## src/rtl/bulk_requester.sv

```systemverilog
// Bulk-port initiator: turns host burst commands into one-word-per-grant requests,
// feeds write data on a grant-relative latency and captures read data the same way.
module bulk_requester #(
  parameter int WFIFO_AW    = 4,
  parameter int WR_DATA_LAT = 2,
  parameter int RD_DATA_LAT = 6
) (
  input  logic        CLK,
  input  logic        RST,
  input  logic        CMD_VALID,
  output logic        CMD_READY,
  input  logic        CMD_WE,
  input  logic [25:0] CMD_ADDR,
  input  logic [7:0]  CMD_LEN,
  input  logic        WDATA_VALID,
  input  logic [31:0] WDATA,
  output logic        WDATA_READY,
  output logic        RDATA_VALID,
  output logic [31:0] RDATA,
  output logic        DONE,
  output logic [25:0] ADDRESS_BULK,
  output logic        WE_BULK,
  output logic        REQUEST_ACCESS_BULK,
  input  logic        GRANT_ACCESS_BULK,
  output logic [31:0] DATA_W,
  input  logic [31:0] DATA_R
);
  localparam int WP    = WR_DATA_LAT - 1;
  localparam int DEPTH = 1 << WFIFO_AW;

  typedef enum logic [1:0] {IDLE, RUN, DRAIN} state_t;

  state_t                 state_q, state_d;
  logic [25:0]            addr_q, addr_d;
  logic                   we_q, we_d;
  logic [8:0]             rem_q, rem_d;
  logic                   req_q, req_d;
  logic                   cmd_ready_q, cmd_ready_d;
  logic                   done_q, done_d;
  logic                   err_q, err_d;
  logic [WP-1:0]          wr_pipe_q, wr_pipe_d;
  logic [RD_DATA_LAT-1:0] rd_pipe_q, rd_pipe_d;
  logic [WFIFO_AW:0]      cnt_q, cnt_d, sched_q, sched_d;
  logic [WFIFO_AW-1:0]    wptr_q, wptr_d, rptr_q, rptr_d;
  logic [31:0]            data_w_q, data_w_d;
  logic [31:0]            rdata_q, rdata_d;
  logic                   rdata_vld_q, rdata_vld_d;
  logic [31:0]            fifo_mem [DEPTH];

  logic grant_ok, grant_wr, push, wr_tap, pop, rd_tap;

  always_comb begin
    grant_ok = GRANT_ACCESS_BULK && req_q;
    grant_wr = grant_ok && we_q;
    push     = WDATA_VALID && !cnt_q[WFIFO_AW];
    wr_tap   = wr_pipe_q[WP-1];
    pop      = wr_tap && (cnt_q != '0);
    rd_tap   = rd_pipe_q[RD_DATA_LAT-1];

    wr_pipe_d[0] = grant_wr;
    for (int i = 1; i < WP; i++) wr_pipe_d[i] = wr_pipe_q[i-1];
    rd_pipe_d[0] = grant_ok && !we_q;
    for (int i = 1; i < RD_DATA_LAT; i++) rd_pipe_d[i] = rd_pipe_q[i-1];

    cnt_d   = cnt_q + (WFIFO_AW+1)'(push) - (WFIFO_AW+1)'(pop);
    // Grants whose pop has not happened yet; the FIFO must cover them before asking again.
    sched_d = sched_q + (WFIFO_AW+1)'(grant_wr) - (WFIFO_AW+1)'(wr_tap);
    wptr_d  = push ? wptr_q + WFIFO_AW'(1) : wptr_q;
    rptr_d  = pop  ? rptr_q + WFIFO_AW'(1) : rptr_q;

    data_w_d    = pop ? fifo_mem[rptr_q] : data_w_q;
    rdata_d     = rd_tap ? DATA_R : rdata_q;
    rdata_vld_d = rd_tap;
    err_d       = err_q | (GRANT_ACCESS_BULK && !req_q);

    state_d = state_q;
    addr_d  = addr_q;
    we_d    = we_q;
    rem_d   = rem_q;
    done_d  = 1'b0;
    case (state_q)
      IDLE: begin
        if (CMD_VALID) begin
          addr_d  = CMD_ADDR;
          we_d    = CMD_WE;
          rem_d   = (CMD_LEN == 8'd0) ? 9'd256 : {1'b0, CMD_LEN};
          state_d = RUN;
        end
      end
      RUN: begin
        if (grant_ok) begin
          addr_d = addr_q + 26'd1;
          rem_d  = rem_q - 9'd1;
          if (rem_d == 9'd0) state_d = DRAIN;
        end
      end
      DRAIN: begin
        if (wr_pipe_q == '0 && rd_pipe_q == '0) begin
          state_d = IDLE;
          done_d  = 1'b1;
        end
      end
      default: state_d = IDLE;
    endcase

    req_d       = (state_d == RUN) && (rem_d != 9'd0) && (!we_d || (cnt_d > sched_d));
    cmd_ready_d = (state_d == IDLE);
  end

  always_ff @(posedge CLK) begin
    if (RST) begin
      state_q     <= IDLE;
      addr_q      <= '0;
      we_q        <= 1'b0;
      rem_q       <= '0;
      req_q       <= 1'b0;
      cmd_ready_q <= 1'b1;
      done_q      <= 1'b0;
      err_q       <= 1'b0;
      wr_pipe_q   <= '0;
      rd_pipe_q   <= '0;
      cnt_q       <= '0;
      sched_q     <= '0;
      wptr_q      <= '0;
      rptr_q      <= '0;
      data_w_q    <= '0;
      rdata_q     <= '0;
      rdata_vld_q <= 1'b0;
    end else begin
      state_q     <= state_d;
      addr_q      <= addr_d;
      we_q        <= we_d;
      rem_q       <= rem_d;
      req_q       <= req_d;
      cmd_ready_q <= cmd_ready_d;
      done_q      <= done_d;
      err_q       <= err_d;
      wr_pipe_q   <= wr_pipe_d;
      rd_pipe_q   <= rd_pipe_d;
      cnt_q       <= cnt_d;
      sched_q     <= sched_d;
      wptr_q      <= wptr_d;
      rptr_q      <= rptr_d;
      data_w_q    <= data_w_d;
      rdata_q     <= rdata_d;
      rdata_vld_q <= rdata_vld_d;
    end
  end

  always_ff @(posedge CLK) begin
    if (push) fifo_mem[wptr_q] <= WDATA;
  end

  assign CMD_READY           = cmd_ready_q;
  assign WDATA_READY         = !cnt_q[WFIFO_AW];
  assign RDATA_VALID         = rdata_vld_q;
  assign RDATA               = rdata_q;
  assign DONE                = done_q;
  assign ADDRESS_BULK        = addr_q;
  assign WE_BULK             = we_q;
  assign REQUEST_ACCESS_BULK = req_q;
  assign DATA_W              = data_w_q;
endmodule

```

## config.mk

```make
export PLATFORM = sky130hd
export DESIGN_NAME = bulk_requester
export DESIGN_NICKNAME = d
export VERILOG_FILES = /design/src/rtl/bulk_requester.sv
export SDC_FILE = /design/constraint.sdc
export NUM_CORES = 1
export LEC_CHECK = 0
export ABC_AREA = 1
export CAP_MARGIN = 20
export CELL_PAD_IN_SITES_DETAIL_PLACEMENT = 0
export CELL_PAD_IN_SITES_GLOBAL_PLACEMENT = 1
export CORE_AREA = 2 2 241 243
export DETAILED_ROUTE_END_ITERATION = 10
export DIE_AREA = 0 0 243 245
export PLACE_DENSITY_LB_ADDON = 0.1
export REMOVE_ABC_BUFFERS = 1
export SLEW_MARGIN = 20
export SYNTH_ARGS = -nofsm -noshare
export SYNTH_HDL_FRONTEND = slang
export SYNTH_SLANG_ARGS = --single-unit
```

## constraint.sdc

```tcl
create_clock -name CLK -period 4.66 [get_ports CLK]
set_input_delay 1.398 -clock CLK [delete_from_list [all_inputs] [get_ports CLK]]
set_output_delay 1.398 -clock CLK [all_outputs]
set_load 0.05 [all_outputs]
```

==> flow_summary.ini, run 1 <==
[run_status]
outcome = completed

[clock_tree]
cts_sinks = 643
ctsHoldBuffers = 0
htree_levels = 3
cts_setup_buffers = 0
ctsResizeCount = 0
tritoncts = yes
clk_pin_slew_ps = 60
cts_buffers = 71
insertion_delay_ps = 610
cts_root_buffer = clkbuf_16
clk_path_buf_depth = 3

[global_routing]
grt_pass1_vias = 17700
grt_max_degree = 212
antenna_found_initial = 5
grt_overflow = 0
grt_pass1_wl_mm = 104
track_usage_pct = 22.7

[worst_setup_path]
max_stage_delay_ps = 460
start_kind = primary input
cp.arrival_ps = 4360
crit_required_ps = 5150
cp_cell_sequence = clkdlybuf4s50_1 -> nand2_1 -> ha_1 -> inv_1 -> ha_1 -> fa_1 -> nand2_1 -> inv_1 -> nor2_1 -> o21bai_1 -> xnor2_1 -> ha_1 -> a21oi_1 -> nand3_1 -> o21ai_0 -> a21oi_1 -> nand3_1 -> a21oi_1
cp-end-kind = register
critical-path-top-delay-family = adder cells
cp_slowest_cell = clkdlybuf4s50_1
path_class = primary input to register
critPathMaxFanout = 4
critPathBufInv = 3

[power]
leakagePower_nw = 10.7
powerDensity_nw_per_um2 = 417
worst_ir_drop_vdd_v = 0.000299
power.total_mw = 13.2

[sta]
tightest_slew_ps = 1110
fmax_mhz = 258
maxSlewViolCount = 0
hold_viol = 0
rsz0062_at_grt = false
setup_viol = 0
period_minus_slack_ps = 3870
relSlewSlack_pct = 25.7
setup_slack_ps = 786
tns_ps = 0
holdWs_ps = 427
fin_skew_ps = 12.7
period_share_pct = 83.1

[detailed_routing]
drc = 0
vias = 18400
drtIter0Drc = 1418
viasPerCell = 5.42
routedWlPerCell_um = 20.2
wl_mm = 68.5
first_pass_iters = 5
ant_nets = 0

[yosys]
synth_cell_type_count = 41
synthCells = 2407
ys_warn_count = 0
synth_area_sq_um = 26400
synth_seq_cells = 643
synth_area_per_cell_sq_um = 11.0
ys_seq_area_share_pct = 68.1

[floorplan]
fp.dieW_um = 243
fp.dieH_um = 245
io_pins = 200
std_cell_rows = 88
start_util_pct = 46.3
die_area_sq_um = 59500
coreArea_sq_um = 57000

[cells_and_area]
drive_gt1_share_pct = 6.88
area_delta_synth_final_pct = 19.6
nNetsFinal = 2704
final_cell_mix = 551 x nor2_1, 512 x edfxtp_1, 301 x o21ai_0, 198 x clkdlybuf4s50_1, 169 x nand2_1
final_common_cell = nor2_1

[placed_design]
place_congestion = 0.821
dp_hpwl_mm = 39.2
dpl_worst_slack_ps = 160
numPortBuffers = 199

[run]
drv.max_cap_violation_count = 0

[hold_path]
hold_path.class = register to register
-- cells by family (layout without fill, tap and decap cells) --
family | count (synthesis) | count (layout) | share of synthesized area (%)
adders and majority gates | 26 | 26 | 1.29
other | 0 | 3 | 0
DFF | 643 | 643 | 68.1
AOI/OAI and AO/OA | 542 | 542 | 12.0
and+or+nand+nor | 922 | 922 | 14.2
buffers and inverters | 264 | 487 | 4.12
xor gates and xnor gates | 10 | 10 | 0.332
-- worst register-to-register path: stages, from the launching register on --
cell	delay, ps
dfxtp_1	320
inv_1	80
ha_1	140
nand2_1	50
o21ai_1	280
clkinv_2	110
ha_1	280
inv_1	40
ha_1	200
fa_1	420
nand2_1	70
inv_1	60
nor2_1	90
o21bai_1	80
xnor2_1	200
ha_1	300
a21oi_1	160
nand3_1	90
o21ai_0	210
a21oi_1	100
nand3_1	120
a21oi_1	40
-- synth_stat cells (all sizes together) --
library cell / count / area share, %
edfxtp: 512 / 58
a21oi: 42 / 0.81
o21ai: 320 / 6.1
or2: 5 / 0.12
inv: 119 / 1.7
dfxtp: 131 / 9.9
nand2: 170 / 2.4
o22ai: 3 / 0.071
nand3b: 4 / 0.11
fa: 2 / 0.15
nor2: 572 / 8.2
nor4: 2 / 0.047
nand4: 9 / 0.21
a31oi: 2 / 0.047
clkbuf: 81 / 1.2
and2: 2 / 0.047
o211ai: 168 / 4.8
buf: 63 / 1.3
o31ai: 1 / 0.028
xnor2: 7 / 0.23
a211oi: 3 / 0.085
clkinv: 1 / 0.014
o21bai: 1 / 0.028
ha: 24 / 1.1
nand3: 145 / 2.7
o21a: 1 / 0.028
xor2: 3 / 0.099
a221oi: 1 / 0.033
nor3: 13 / 0.25
-- per-layer routing --
metal	global-route usage, %	vias up	share of wire, %
met1	31.5	8990	45
met4	6.93	4	2.5
li1	-	8850	-
met2	36.9	462	48
met3	3.59	124	4.6
met5	0	-	0.032
-- layout make-up --
| class | count | area, sq um |
|---|---|---|
| repair buffers | 238 | 2520 |
| multi-input cells | 1500 | 7450 |
| diodes | 3 | 7.51 |
| well taps | 765 | 957 |
| clock buffers | 84 | 1840 |
| fillers | 4923 | 25400 |
| flip-flops and latches | 643 | 18000 |
| clock inverters | 45 | 348 |
| inverters | 120 | 457 |
-- state kept, by name, indices dropped and copies added, names as in the netlist, 4 cells and up --
signal	flops
rem_q	9
ADDRESS_BULK	26
sched_q	5
fifo_mem	512
rd_pipe_q	6
rptr_q	4
DATA_W	32
cnt_q	5
wptr_q	4
RDATA	32
-- power breakdown --
group / internal (mW) / switching (mW)
logic: 0.495 / 0.882
registers: 6.38 / 0.0952
clock network: 3.02 / 2.29
-- through the flow --
stage | cells | util [%] | cell area (sq um)
after floorplan | 2263 | - | 25800
after global placement | 3266 | 51.5 | 29400
after detailed placement | 3266 | 51.5 | 29400
after CTS | 3395 | 55.4 | 31600
after global routing | 3398 | 55.4 | 31600
final | 3398 | 55.4 | 31600
-- final timing paths --
| check | startpoint | end | slack (ps) | cells past startpoint |
|---|---|---|---|---|
| setup / recovery | WDATA_VALID | REQUEST_ACCESS_BULK | 790 | 18 |
| hold / removal | rd_pipe_q[3] | rd_pipe_q[4] | 430 | 2 |
| setup reg to reg | cnt_q[3] | REQUEST_ACCESS_BULK | 1130 | 21 |
| hold reg to reg | rd_pipe_q[3] | rd_pipe_q[4] | 430 | 2 |
No activity file was read; power rests on OpenSTA's default activity.
==> run 2: changes to the inputs <==
--- a/config.mk
+++ b/config.mk
@@ -9,9 +9,9 @@
 export CAP_MARGIN = 20
 export CELL_PAD_IN_SITES_DETAIL_PLACEMENT = 0
 export CELL_PAD_IN_SITES_GLOBAL_PLACEMENT = 1
-export CORE_AREA = 2 2 241 243
+export CORE_AREA = 2 2 254 256
 export DETAILED_ROUTE_END_ITERATION = 10
-export DIE_AREA = 0 0 243 245
+export DIE_AREA = 0 0 256 258
 export PLACE_DENSITY_LB_ADDON = 0.1
 export REMOVE_ABC_BUFFERS = 1
 export SLEW_MARGIN = 20
==> constraint.sdc (replaced) <==
create_clock -name CLK -period 3.2 [get_ports CLK]
set_input_delay 0.96 -clock CLK [delete_from_list [all_inputs] [get_ports CLK]]
set_output_delay 0.96 -clock CLK [all_outputs]
set_load 0.05 [all_outputs]
==> run 2 against run 1 <==
  * Clock skew grew 3.1 ps
  * Hold slack improved by 11 ps
  * Routed wire length up 4.9%
  * Critical path depth rose by 3
  * Count of clock-buffer cells in the layout up 20
  * Sequential share of layout area shrank 1.7 points
  * Total power increased by 53%
  * Register-to-register slack got worse by 1000 ps
  * Highest routed layer unchanged
==> flow_summary.ini, run 2 (synthesis results as in run 1) <==
[worst_setup_path]
crit_required_ps = 3740
cp_slowest_cell = dfxtp_2
critPathMaxFanout = 4
cpMostUsedCell = buf_4
timing.rr.end = REQUEST_ACCESS_BULK
cp.arrival_ps = 3660
cp-end-kind = register
start_kind = register
path_class = register to register
r2r_cells = 21
max_stage_delay_ps = 330
rr_startpoint = cnt_q[3]
ff2ff_setup_slack_ps = 80
cp_cell_sequence = inv_2 -> buf_4 -> buf_4 -> buf_4 -> buf_4 -> buf_4 -> buf_4 -> buf_4 -> buf_4 -> buf_4 -> buf_4 -> ha_1 -> o21bai_2 -> xnor2_2 -> ha_4 -> nand2_4 -> nor3_4 -> o21ai_2 -> a21oi_1 -> nand3_1 -> a21oi_1

[power]
powerDensity_nw_per_um2 = 619
power.total_mw = 20.2
power_frac_clock_pct = 40.0
p_sw_share_pct = 24.5
power.internal_mw = 15.2
p_switching_mw = 4.94
worst_ir_drop_vdd_v = 0.000764
power_frac_seq_pct = 46.8
combPwrFrac_pct = 13.2
leakagePower_nw = 11.2

[clock_tree]
tritoncts = yes
clk_pin_slew_ps = 60
clk_path_buf_depth = 3
ctsHoldBuffers = 0
cts_buffers = 73
cts_sinks = 643
htree_levels = 3
cts_root_buffer = clkbuf_16
insertion_delay_ps = 610

[floorplan]
start_util_pct = 41.5
fp.dieH_um = 258
coreArea_sq_um = 63600
die_area_sq_um = 66000
fp.dieW_um = 256
io_pins = 200
std_cell_rows = 93

[sta]
period_share_pct = 97.5
relSlewSlack_pct = 32.8
fmax_mhz = 321
hold_viol = 0
maxSlewViolCount = 0
setup_viol = 0
fin_skew_ps = 15.8
tns_ps = 0
period_minus_slack_ps = 3120
rsz0062_at_grt = true
tightest_slew_ps = 1010

[hold_path]
whs_path_depth = 2
hold_path.class = register to register
min_from = rd_pipe_q[3]
worstHoldEndpoint = rd_pipe_q[4]

[cells_and_area]
drive_gt1_share_pct = 10.1
final_common_cell = nor2_1
largest_reg_flops = 512
top_register = fifo_mem
area_delta_synth_final_pct = 23.3
fill_cells = 5716
final_cell_mix = 550 x nor2_1, 512 x edfxtp_1, 300 x o21ai_0, 196 x clkdlybuf4s50_1, 168 x o211ai_1
nNetsFinal = 2764

[detailed_routing]
routedWlPerCell_um = 20.3
viasPerCell = 5.25
ant_nets = 0
vias = 18600
drtIter0Drc = 1463
wl_mm = 71.8
drc = 0
first_pass_iters = 5

[placed_design]
dp_hpwl_mm = 41.4
numPortBuffers = 199
place_congestion = 0.798

[global_routing]
track_usage_pct = 21.5
grt_pass1_vias = 18500
antenna_found_initial = 4
grt_pass1_wl_mm = 110
grt_overflow = 0
grt_max_degree = 86

[run]
drv.max_cap_violation_count = 0

[run_status]
outcome = completed
[run 2: cell count changes in the layout (fill, tap and decap cells not counted), moves of 6 or more]
| cell | before | now |
|---|---|---|
| clkbuf_8 | 1 | 9 |
| nand2_1 | 169 | 162 |
| buf_12 | 19 | 32 |
| clkinv_1 | 16 | 10 |
| clkbuf_1 | 11 | 19 |
| buf_4 | 20 | 65 |
| inv_1 | 113 | 106 |
| nand2_2 | 1 | 7 |
[run 2: per-layer routing]
layer | track usage [%] | routed length, um | vias up
met4 | 6.24 | 1690 | 2
met2 | 36.8 | 35500 | 418
met3 | 3.34 | 3100 | 109
li1 | - | - | 8968
met5 | 0 | 13 | -
met1 | 28.3 | 31600 | 9138
[run 2: power groups by stage]
stage	sequential, mW	clock (mW)	combinational, mW
2_1_floorplan	9.77	0	1.06
3_3_place_gp	9.60	0	2.15
3_5_place_dp	9.61	0	2.16
4_1_cts	9.44	8.26	2.30
5_1_grt	9.46	8.58	2.93
6_report	9.44	8.07	2.67
[run 2: how the worst max path moves through the flow]
stage	start	endpoint	slack [ps]	cells after the start
finish	cnt_q[3]	REQUEST_ACCESS_BULK	80	21
global route	cnt_q[3]	REQUEST_ACCESS_BULK	-80	22
CTS	cnt_q[2]	REQUEST_ACCESS_BULK	3	21
detailed placement	WDATA_VALID	REQUEST_ACCESS_BULK	-870	18
global placement	WDATA_VALID	REQUEST_ACCESS_BULK	-910	18
floorplan	rptr_q[0]	DATA_W[26]	-4990	9
[run 2: layout make-up]
type / instances / area [sq um] / area share (%)
sequential: 643 / 18000 / 55.3
multi-input combinational: 1500 / 7600 / 23.3
timing repair buffer: 296 / 3120 / 9.57
clock buffer: 104 / 2100 / 6.44
tap: 855 / 1070 / 3.28
inverter: 120 / 458 / 1.41
clock inverter: 27 / 221 / 0.680
antenna: 2 / 5.00 / 0.0154
[run 2: metrics by stage]
stage	setup WS [ps]	instance area, sq um	util [%]	cells	hold slack, ps
after global routing	-80.0	32600	51.2	3547	454
final	80.7	32600	51.2	3547	438
after detailed placement	-871	30000	47.1	3397	423
after CTS	3.41	32500	51.0	3540	440
after floorplan	-4990	25800	-	2263	404
after global placement	-906	30000	47.1	3397	415
[run 2: worst max-delay path, delay by kind of cell, from the launching register on]
kind,cells,cell delay [ps]
flops,1,330
xor+xnor,1,160
buf+inv,11,1260
simple gates,3,310
compound gates,4,520
fa+ha+maj,2,480
[run 2: repair_timing]
action	4_1_cts	5_1_grt
setup buffers	12	5
setup endpoints to repair	1	1
resized for setup	21	18
pin swaps	17	17
==> run 3: changes to the inputs <==
--- a/config.mk
+++ b/config.mk
@@ -6,6 +6,7 @@
 export NUM_CORES = 1
 export LEC_CHECK = 0
 export ABC_AREA = 1
+export ABC_CLOCK_PERIOD_IN_PS = 3200
 export CAP_MARGIN = 20
 export CELL_PAD_IN_SITES_DETAIL_PLACEMENT = 0
 export CELL_PAD_IN_SITES_GLOBAL_PLACEMENT = 1
==> results of run 3 <==
Final layout, timing and power as in run 2 (identical DEF).
